===== src/rtl/wb_spi_pkg.sv =====
// Shared types for the Wishbone SPI master: FSM state encoding, latched
// per-transfer mode bits and a width helper for index-sized ports.
package wb_spi_pkg;

  typedef enum logic [1:0] {
    ST_IDLE  = 2'd0,
    ST_SETUP = 2'd1,
    ST_ACT   = 2'd2,
    ST_HOLD  = 2'd3
  } spi_state_e;

  typedef struct packed {
    logic cpol;
    logic cpha;
    logic lsb_first;
    logic auto_cs;
  } spi_mode_t;

  // Index width that never collapses to zero bits for single-entry ranges.
  function automatic int clog2_min1(input int n);
    return (n <= 1) ? 1 : $clog2(n);
  endfunction

endpackage


===== src/rtl/spi_presc.sv =====
// Half-period prescaler: reloadable down-counter, tick in the cycle it reads zero while enabled.
// Tick is combinational from the count register; no backpressure.
module spi_presc #(
  parameter int PRESCW = 4
) (
  input  logic              clk_i,
  input  logic              rst_in,
  input  logic              load,
  input  logic              en,
  input  logic [PRESCW-1:0] presc,
  output logic              tick
);

  logic [PRESCW-1:0] cnt;

  assign tick = en && (cnt == '0);

  always_ff @(posedge clk_i or negedge rst_in) begin
    if (!rst_in) begin
      cnt <= '0;
    end else if (load || tick) begin
      cnt <= presc;
    end else if (en) begin
      cnt <= cnt - PRESCW'(1);
    end
  end

endmodule


===== src/rtl/wb_spi_mcs.sv =====
// Wishbone SPI master, multi-CS: a write in IDLE starts a (2*nbits+2)*H-cycle transfer;
// writes while busy are held off with ack low, reads ack at once from the completion register.
module wb_spi_mcs
  import wb_spi_pkg::*;
#(
  parameter int  DATW   = 32,
  parameter int  PRESCW = 4,
  parameter int  NCS    = 2,
  localparam int CSW    = clog2_min1(NCS),
  localparam int SZW    = clog2_min1(DATW / 8)
) (
  input  logic              clk_i,
  input  logic              rst_in,
  input  logic              wb_spi_cyc_i,
  input  logic              wb_spi_stb_i,
  input  logic              wb_spi_we_i,
  output logic              wb_spi_ack_o,
  input  logic [DATW-1:0]   wb_spi_dat_i,
  output logic [DATW-1:0]   wb_spi_dat_o,
  input  logic [PRESCW-1:0] presc_i,
  input  logic [SZW-1:0]    size_i,
  input  logic              cpol_i,
  input  logic              cpha_i,
  input  logic              lsb_first_i,
  input  logic              auto_cs_i,
  input  logic [CSW-1:0]    cs_sel_i,
  output logic              rdy_o,
  output logic              done_o,
  output logic [NCS-1:0]    spi_cs_o,
  output logic              spi_sck_o,
  output logic              spi_sdo_o,
  input  logic              spi_sdi_i
);

  localparam int IW  = clog2_min1(DATW);
  localparam int ECW = $clog2(2 * DATW) + 1;

  spi_state_e        state;
  spi_mode_t         mode;
  logic [PRESCW-1:0] presc_q;
  logic [SZW-1:0]    size_q;
  logic [CSW-1:0]    cs_sel_q;
  logic [DATW-1:0]   tx_q;
  logic [DATW-1:0]   rx_q;
  logic [DATW-1:0]   dat_q;
  logic [IW-1:0]     idx;
  logic [ECW-1:0]    edge_cnt;
  logic [ECW-1:0]    last_edge;
  logic              phase_q;
  logic              done_q;
  logic              idle;
  logic              accept;
  logic              tick;
  logic              odd_edge;
  logic              sample;
  logic              advance;

  assign idle         = (state == ST_IDLE);
  assign accept       = idle && wb_spi_cyc_i && wb_spi_stb_i && wb_spi_we_i;
  assign wb_spi_ack_o = rst_in && wb_spi_cyc_i && wb_spi_stb_i && (!wb_spi_we_i || idle);

  spi_presc #(
    .PRESCW(PRESCW)
  ) u_presc (
    .clk_i (clk_i),
    .rst_in(rst_in),
    .load  (accept),
    .en    (!idle),
    .presc (accept ? presc_i : presc_q),
    .tick  (tick)
  );

  // edge_cnt is the 0-based count of SCK edges already issued, so the edge
  // about to happen is odd when edge_cnt is even.
  assign last_edge = ECW'(16 * (int'(size_q) + 1) - 1);
  assign odd_edge  = !edge_cnt[0];
  assign sample    = mode.cpha ? !odd_edge : odd_edge;
  // The final CPHA=0 advance is dropped so the index never leaves the word.
  assign advance   = mode.cpha ? (odd_edge && (edge_cnt != '0))
                               : (!odd_edge && (edge_cnt != last_edge));

  always_ff @(posedge clk_i or negedge rst_in) begin
    if (!rst_in) begin
      state    <= ST_IDLE;
      mode     <= '0;
      presc_q  <= '0;
      size_q   <= '0;
      cs_sel_q <= '0;
      tx_q     <= '0;
      rx_q     <= '0;
      dat_q    <= '0;
      idx      <= '0;
      edge_cnt <= '0;
      phase_q  <= 1'b0;
      done_q   <= 1'b0;
    end else begin
      done_q <= 1'b0;
      case (state)
        ST_IDLE: begin
          if (accept) begin
            mode     <= '{cpol: cpol_i, cpha: cpha_i, lsb_first: lsb_first_i, auto_cs: auto_cs_i};
            presc_q  <= presc_i;
            size_q   <= size_i;
            cs_sel_q <= cs_sel_i;
            tx_q     <= wb_spi_dat_i;
            rx_q     <= '0;
            idx      <= lsb_first_i ? '0 : IW'(8 * (int'(size_i) + 1) - 1);
            edge_cnt <= '0;
            phase_q  <= 1'b0;
            state    <= ST_SETUP;
          end
        end
        ST_SETUP: begin
          if (tick) state <= ST_ACT;
        end
        ST_ACT: begin
          if (tick) begin
            phase_q  <= !phase_q;
            edge_cnt <= edge_cnt + ECW'(1);
            if (sample) rx_q[idx] <= spi_sdi_i;
            if (advance) idx <= mode.lsb_first ? idx + IW'(1) : idx - IW'(1);
            if (edge_cnt == last_edge) state <= ST_HOLD;
          end
        end
        ST_HOLD: begin
          if (tick) begin
            dat_q  <= rx_q;
            done_q <= 1'b1;
            state  <= ST_IDLE;
          end
        end
        default: state <= ST_IDLE;
      endcase
    end
  end

  always_comb begin
    spi_cs_o = '1;
    if (!idle && mode.auto_cs) begin
      for (int i = 0; i < NCS; i++) begin
        if (int'(cs_sel_q) == i) spi_cs_o[i] = 1'b0;
      end
    end
  end

  assign spi_sck_o    = idle ? cpol_i : (mode.cpol ^ phase_q);
  assign spi_sdo_o    = idle ? 1'b0 : tx_q[idx];
  assign rdy_o        = idle;
  assign done_o       = done_q;
  assign wb_spi_dat_o = dat_q;

endmodule


===== config.mk =====
export PLATFORM = sky130hd
export DESIGN_NAME = wb_spi_mcs
export DESIGN_NICKNAME = d
export VERILOG_FILES = /design/src/rtl/wb_spi_pkg.sv /design/src/rtl/spi_presc.sv /design/src/rtl/wb_spi_mcs.sv
export SDC_FILE = /design/constraint.sdc
export NUM_CORES = 1
export LEC_CHECK = 0
export CAP_MARGIN = 40
export CORE_MARGIN = 3
export CORE_UTILIZATION = 25
export CTS_CLUSTER_DIAMETER = 40
export DETAILED_ROUTE_END_ITERATION = 12
export PLACE_DENSITY = 0.44
export SYNTH_ARGS = -nofsm -noshare
export SYNTH_HDL_FRONTEND = slang
export SYNTH_SLANG_ARGS = --single-unit

===== constraint.sdc =====
create_clock -name clk_i -period 2.6 [get_ports clk_i]
set_input_delay 0.39 -clock clk_i [delete_from_list [all_inputs] [get_ports clk_i]]
set_output_delay 0.39 -clock clk_i [all_outputs]
set_load 0.1 [all_outputs]

# Yosys cells after proc, flatten, opt, wreduce, memory -nomap -nowiden
# Index checks and enable logic that the tools add are counted.
# totals
out_inout_bits	39
reg_bits	127
wordCells	106
in_bits	49
# op_classes
n_mux	39
addsub	8
n_reduce_logical	27
n_bitwise	1
eq_ne	13
n_lt_le_gt_ge	2
# ops
cell	n
$mux 32	3
$pmux 32 s2	1
$bwmux 32	1
$mux 5	5
$mux 7	2
$pmux 7 s2	1
$mux 1	12
$mux 2	6
$mux 4	3
$logic_and 1x1->1	11
$ne 2x1->1 const B	5
$pmux 5 s2	1
$sub 5x1->5 const B	2
$pmux 2 s4	1
$reduce_and 4->1	2
$add 7x1->7 const B	1
$eq 7x7->1	1
$ne 7x7->1	1
$reduce_bool 7->1	1
$sub 7x1->7 const B	1
$lt 5x6->1 const B	1
$ne 2x2->1 const B	3
$add 5x1->5 const B	1
$bmux 1 s5	1
other kinds (17)	23

# Longest topological paths before layout
# logic_depth
ltp_word	8
ltp_mapped	10
mapped_depth_nobuf	8

# Hierarchy
# From an unflattened synthesis, not the netlist that was laid out.
# unflattened
cells_unflattened	582
area_unflattened_um2	6080.8
# by_module_without_submodules
module	seq_area_each_um2	cells_per_inst	area_each_um2	n_inst
wb_spi_mcs	3078.0	561	5806.8	1
spi_presc	100.1	21	274.0	1

# Least setup slack after synthesis
# Ideal clock, no wire load.
# synth_timing
path_kind	reg2out
from	register state[0]
to	output spi_sck_o
required_time_ps	2210
slack_ps	-1394
path_buffers	2
arrival_ps	3604
stages_incl_launch_ff	6
cell_sequence	dfrtp_1 > inv_1 > ha_1 > buf_6 > clkbuf_1 > o21ai_0
# synth_between
elab_chain_len	2
# synth_lines
element	line	source
start: declaration	wb_spi_mcs.sv:38	spi_state_e state;
start signal: assignment	wb_spi_mcs.sv:84	state <= ST_IDLE;
start signal: assignment	wb_spi_mcs.sv:110	state <= ST_SETUP;
start signal: assignment	wb_spi_mcs.sv:114	if (tick) state <= ST_ACT;
$logic_not 2->1	wb_spi_mcs.sv:58	assign idle = (state == ST_IDLE);
via rdy_o	wb_spi_mcs.sv:27	output logic rdy_o,
$mux 1	wb_spi_mcs.sv:146	assign spi_sck_o = idle ? cpol_i : (mode.cpol ^ phase_q);
end: declaration	wb_spi_mcs.sv:30	output logic spi_sck_o,
# The timed path passes the listed nets, and every way through them passes these cells.

# Final worst setup path
# layout_timing
from	register idx[0]
to	output spi_sdo_o
# layout_between
elab_chain_len	3
# layout_lines
element	line	source
start: declaration	wb_spi_mcs.sv:46	logic [IW-1:0] idx;
start signal: assignment	wb_spi_mcs.sv:107	idx <= lsb_first_i ? '0 : IW'(8 * (int'(size_i) + 1) - 1);
start signal: assignment	wb_spi_mcs.sv:121	if (advance) idx <= mode.lsb_first ? idx + IW'(1) : idx - IW'(1);
$bmux 1 s5	wb_spi_mcs.sv:147	assign spi_sdo_o = idle ? 1'b0 : tx_q[idx];
$mux 1 (implied by the code)	wb_spi_mcs.sv:147	
$mux 1	wb_spi_mcs.sv:147	
end: declaration	wb_spi_mcs.sv:31	output logic spi_sdo_o,
# Every way passes these cells. The select of a mux whose other input is x is not followed.

==> run_results.csv <==
group,metric,value,unit
synthesis,synth_nets,659,
timing,finalCritPeriodShare,99.50,%
synthesis,ys_ff_latch,127,
route,drc_errors,0,
critical_path,crit_arrival,2200,ps
floorplanning,dieArea,26220,µm²
clocking,tritoncts,"yes",
outcome,status,"finished clean",
timing,hold_viol_final,0,
global_routing,grt_pass1_wl,26060,µm
critical_path,critPathKind,"reg2out",
pwr,ir_drop,0.5691,mV
clocking,clock_sinks,127,
pwr,pwr_density_cell,1048,nW/µm²
clocking,clk_root_buffer_cell,"clkbuf_16",
critical_path,critical_path_depth,5,
cells_and_area,finalNonFillerCells,1033,
critical_path,timing.rr.end,"idx[2]",
global_routing,grt_max_degree,57,
floorplanning,fp.dieH,161.9,µm
critical_path,cp_num_buf_inv,2,
floorplanning,core_region_area,23680,µm²
global_routing,grt_overflow,0,
clocking,clk_path_buf_depth,2,
floorplanning,io_pins,88,
cells_and_area,final_cell_mix,"170 x nand2_1, 126 x dfrtp_1, 60 x buf_4, 51 x o21ai_0, 47 x clkdlybuf4s50_1",
synthesis,syn_area,6078,µm²
synthesis,postSynthAreaPerCell,10.20,µm²
synthesis,ys_types,49,
place,io_buffers,87,
synthesis,synth-edff-count,0,
cells_and_area,stdcell_area,8127,µm²
critical_path,r2r_cells,8,
timing,finalCriticalPeriod,2587,ps
job,drv_cap,0,
route,wl_per_cell,15.13,µm
synthesis,syn_inst,596,
route,drt_iter0_drc,235,
cells_and_area,nets,764,
timing,drv_slew,0,
route,finalWirelength,15630,µm
synthesis,ys_warn_count,0,
timing,rsz0062_at_grt,"yes",
place,place_congestion,0.7789,
floorplanning,dieWidth,161.9,µm
timing,max_slew.worst_pin.slew,791.8,ps
timing,clock.fmax,386.5,MHz
floorplanning,initial_core_util,25.67,%
floorplanning,rows,56,
clocking,ctsHoldBuffers,0,
critical_path,worstPathRequired,2210,ps
synthesis,synthFlopType,"dfrtp_1",
critical_path,startpoint_type,"flip-flop",
route,drtAntennaViolNets,0,
pwr,cellLeakagePower,3.822,nW
critical_path,timing.rr.start,"state[0]",
cells_and_area,fill_cells,2438,
route,via_per_inst,4.534,
place,dp_hpwl,11540,µm
cells_and_area,area_growth,33.70,%
global_routing,grt_pass1_vias,4833,
clocking,clk_latency,410,ps
timing,slew_headroom,46.98,%
cells_and_area,n_antenna_cell,0,
cells_and_area,drive_above_1_share,23.25,%
critical_path,crit_chain,"buf_6 -> mux4_2 -> a221oi_2 -> a31oi_2 -> buf_12",
clocking,htreeDepth,4,
critical_path,ff2ff_setup_slack,120,ps
critical_path,path_max_fanout,4,
critical_path,crit_path_end,"spi_sdo_o",
critical_path,max_stage_delay,500,ps
critical_path,critical-path-top-delay-family,"multiplexers",
clocking,path_clk_slew,60,ps
place,place_area,7488,µm²
global_routing,antenna_found_initial,0,
route,dr.pass1.iters,4,
worst_hold_path,hp-class,"in2async",
timing,clock_skew,9.837,ps
route,vias,4684,
critical_path,worst_setup_path_end_kind,"output port",
timing,setup_viol,0,
global_routing,grtUsageTotal,12.47,%
synthesis,async_flop_share,100.0,%
synthesis,yosysSeqAreaShare,52.28,%
place,place_inst,1001,
critical_path,cp_slowest_cell,"mux4_2",
cells_and_area,layout_commonest_cell,"nand2_1",
critical_path,cp-startpoint,"idx[0]",
clocking,numCtsBuffers,17,
[layout make-up]
class | instances | area (µm²) | share of cell area, %
Sequential cell | 127 | 3179 | 39.12
Multi-Input combinational cell | 422 | 2799 | 34.44
Timing Repair Buffer | 116 | 1091 | 13.43
Clock buffer | 22 | 484.2 | 5.958
Tap cell | 319 | 399.1 | 4.911
Clock inverter | 10 | 110.1 | 1.355
Inverter | 17 | 63.81 | 0.7852
[worst min-delay path by stage]
stage / start / endpoint / slack [ps] / depth (start not counted)
detailed placement: rst_in / done_o / 460 / 2
finish: rst_in / wb_spi_dat_o[31] / 10 / 2
floorplan: rst_in / cs_sel_q / 90 / 0
CTS: rst_in / done_o / 10 / 2
global route: rst_in / done_o / 20 / 2
global placement: tx_q[15] / tx_q[15] / 460 / 2
[per-stage QoR]
stage	hold WS (ps)	power, mW	setup WS, ps	TNS [ps]	util (%)
floorplan	94.41	5.114	-73.93	-73.93	-
global placement	455.4	6.076	123.8	0	31.50
CTS	10.21	8.609	-30.22	-30.22	34.25
detailed placement	458.2	6.156	7.989	0	31.62
global route	18.91	9.139	-60.00	-60.00	34.31
finish	12.48	8.514	12.91	0	34.31
[cell usage after synthesis (all sizes together), types with 2 or more instances]
| library cell | n | area, µm² |
|---|---|---|
| nand2 | 170 | 638.1 |
| a211oi | 4 | 40.03 |
| mux2i | 7 | 70.07 |
| nor2 | 20 | 75.07 |
| clkbuf | 22 | 82.58 |
| or4b | 2 | 27.53 |
| xnor2 | 9 | 78.83 |
| mux4 | 8 | 180.2 |
| mux2 | 33 | 371.6 |
| a21oi | 12 | 60.06 |
| a22oi | 3 | 22.52 |
| a21o | 2 | 15.01 |
| or3b | 2 | 17.52 |
| o211ai | 2 | 15.01 |
| nor3b | 2 | 15.01 |
| buf | 8 | 41.28 |
| nand3 | 8 | 40.04 |
| and3 | 2 | 12.51 |
| or2 | 2 | 12.51 |
| ha | 13 | 162.7 |
| o311ai | 2 | 35.04 |
| a22o | 33 | 289.0 |
| or3 | 6 | 42.54 |
| dfrtp | 127 | 3178 |
| nand4 | 3 | 18.77 |
| nor3 | 6 | 30.03 |
| and2 | 2 | 12.51 |
| o31ai | 2 | 15.01 |
| a221oi | 2 | 17.52 |
| inv | 17 | 63.81 |
| o21ai | 52 | 260.3 |
[report_power, final]
| group | internal, mW | leakage, nW | switching, mW |
|---|---|---|---|
| logic | 1.34 | 1.84 | 2.04 |
| clock network | 1.51 | 0.296 | 0.862 |
| registers | 2.41 | 1.69 | 0.350 |
[registers in the layout (all words and copies together), names as in the netlist]
name and count:
cs_sel_q 1, tx_q 32, u_presc.cnt 4, wb_spi_dat_o 32, mode 4, presc_q 4, done_o 1, rx_q 32
size_q 2, idx 5, state 2, phase_q 1, edge_cnt 7
[repair_timing]
item,4_1_cts,5_1_grt
endpoints found under the setup margin,2,3
pin swaps,2,1
setup buffers,0,0
resized for setup,6,3
[logic make-up (layout without fill, tap and decap cells)]
group           after synthesis  in the layout  share of synthesized area [%]
mux                          48             48                          10.23
flops                       127            127                          52.28
simple gates                230            230                          16.22
buf+inv                      47            165                          3.088
xor+xnor                     10             10                          1.441
fa+ha+maj                    14             14                          3.005
compound gates              120            120                          13.73
[worst reg2reg max path: stages (launching register included)]
cell      delay (ps)
dfrtp_1          400
inv_1            110
ha_4             200
or4b_4           580
or3_4            400
o22ai_4          140
buf_4            190
mux2i_1          240
a211oi_2          90
[routing by layer]
metal | wire (µm) | vias up | GRT usage, %
met4 | 123 | 0 | 3.955
li1 | - | 2291 | -
met5 | 0 | - | 0
met2 | 7461 | 98 | 19.60
met3 | 566 | 8 | 3.086
met1 | 7474 | 2287 | 16.98
No activity file was read; power rests on OpenSTA's default activity.
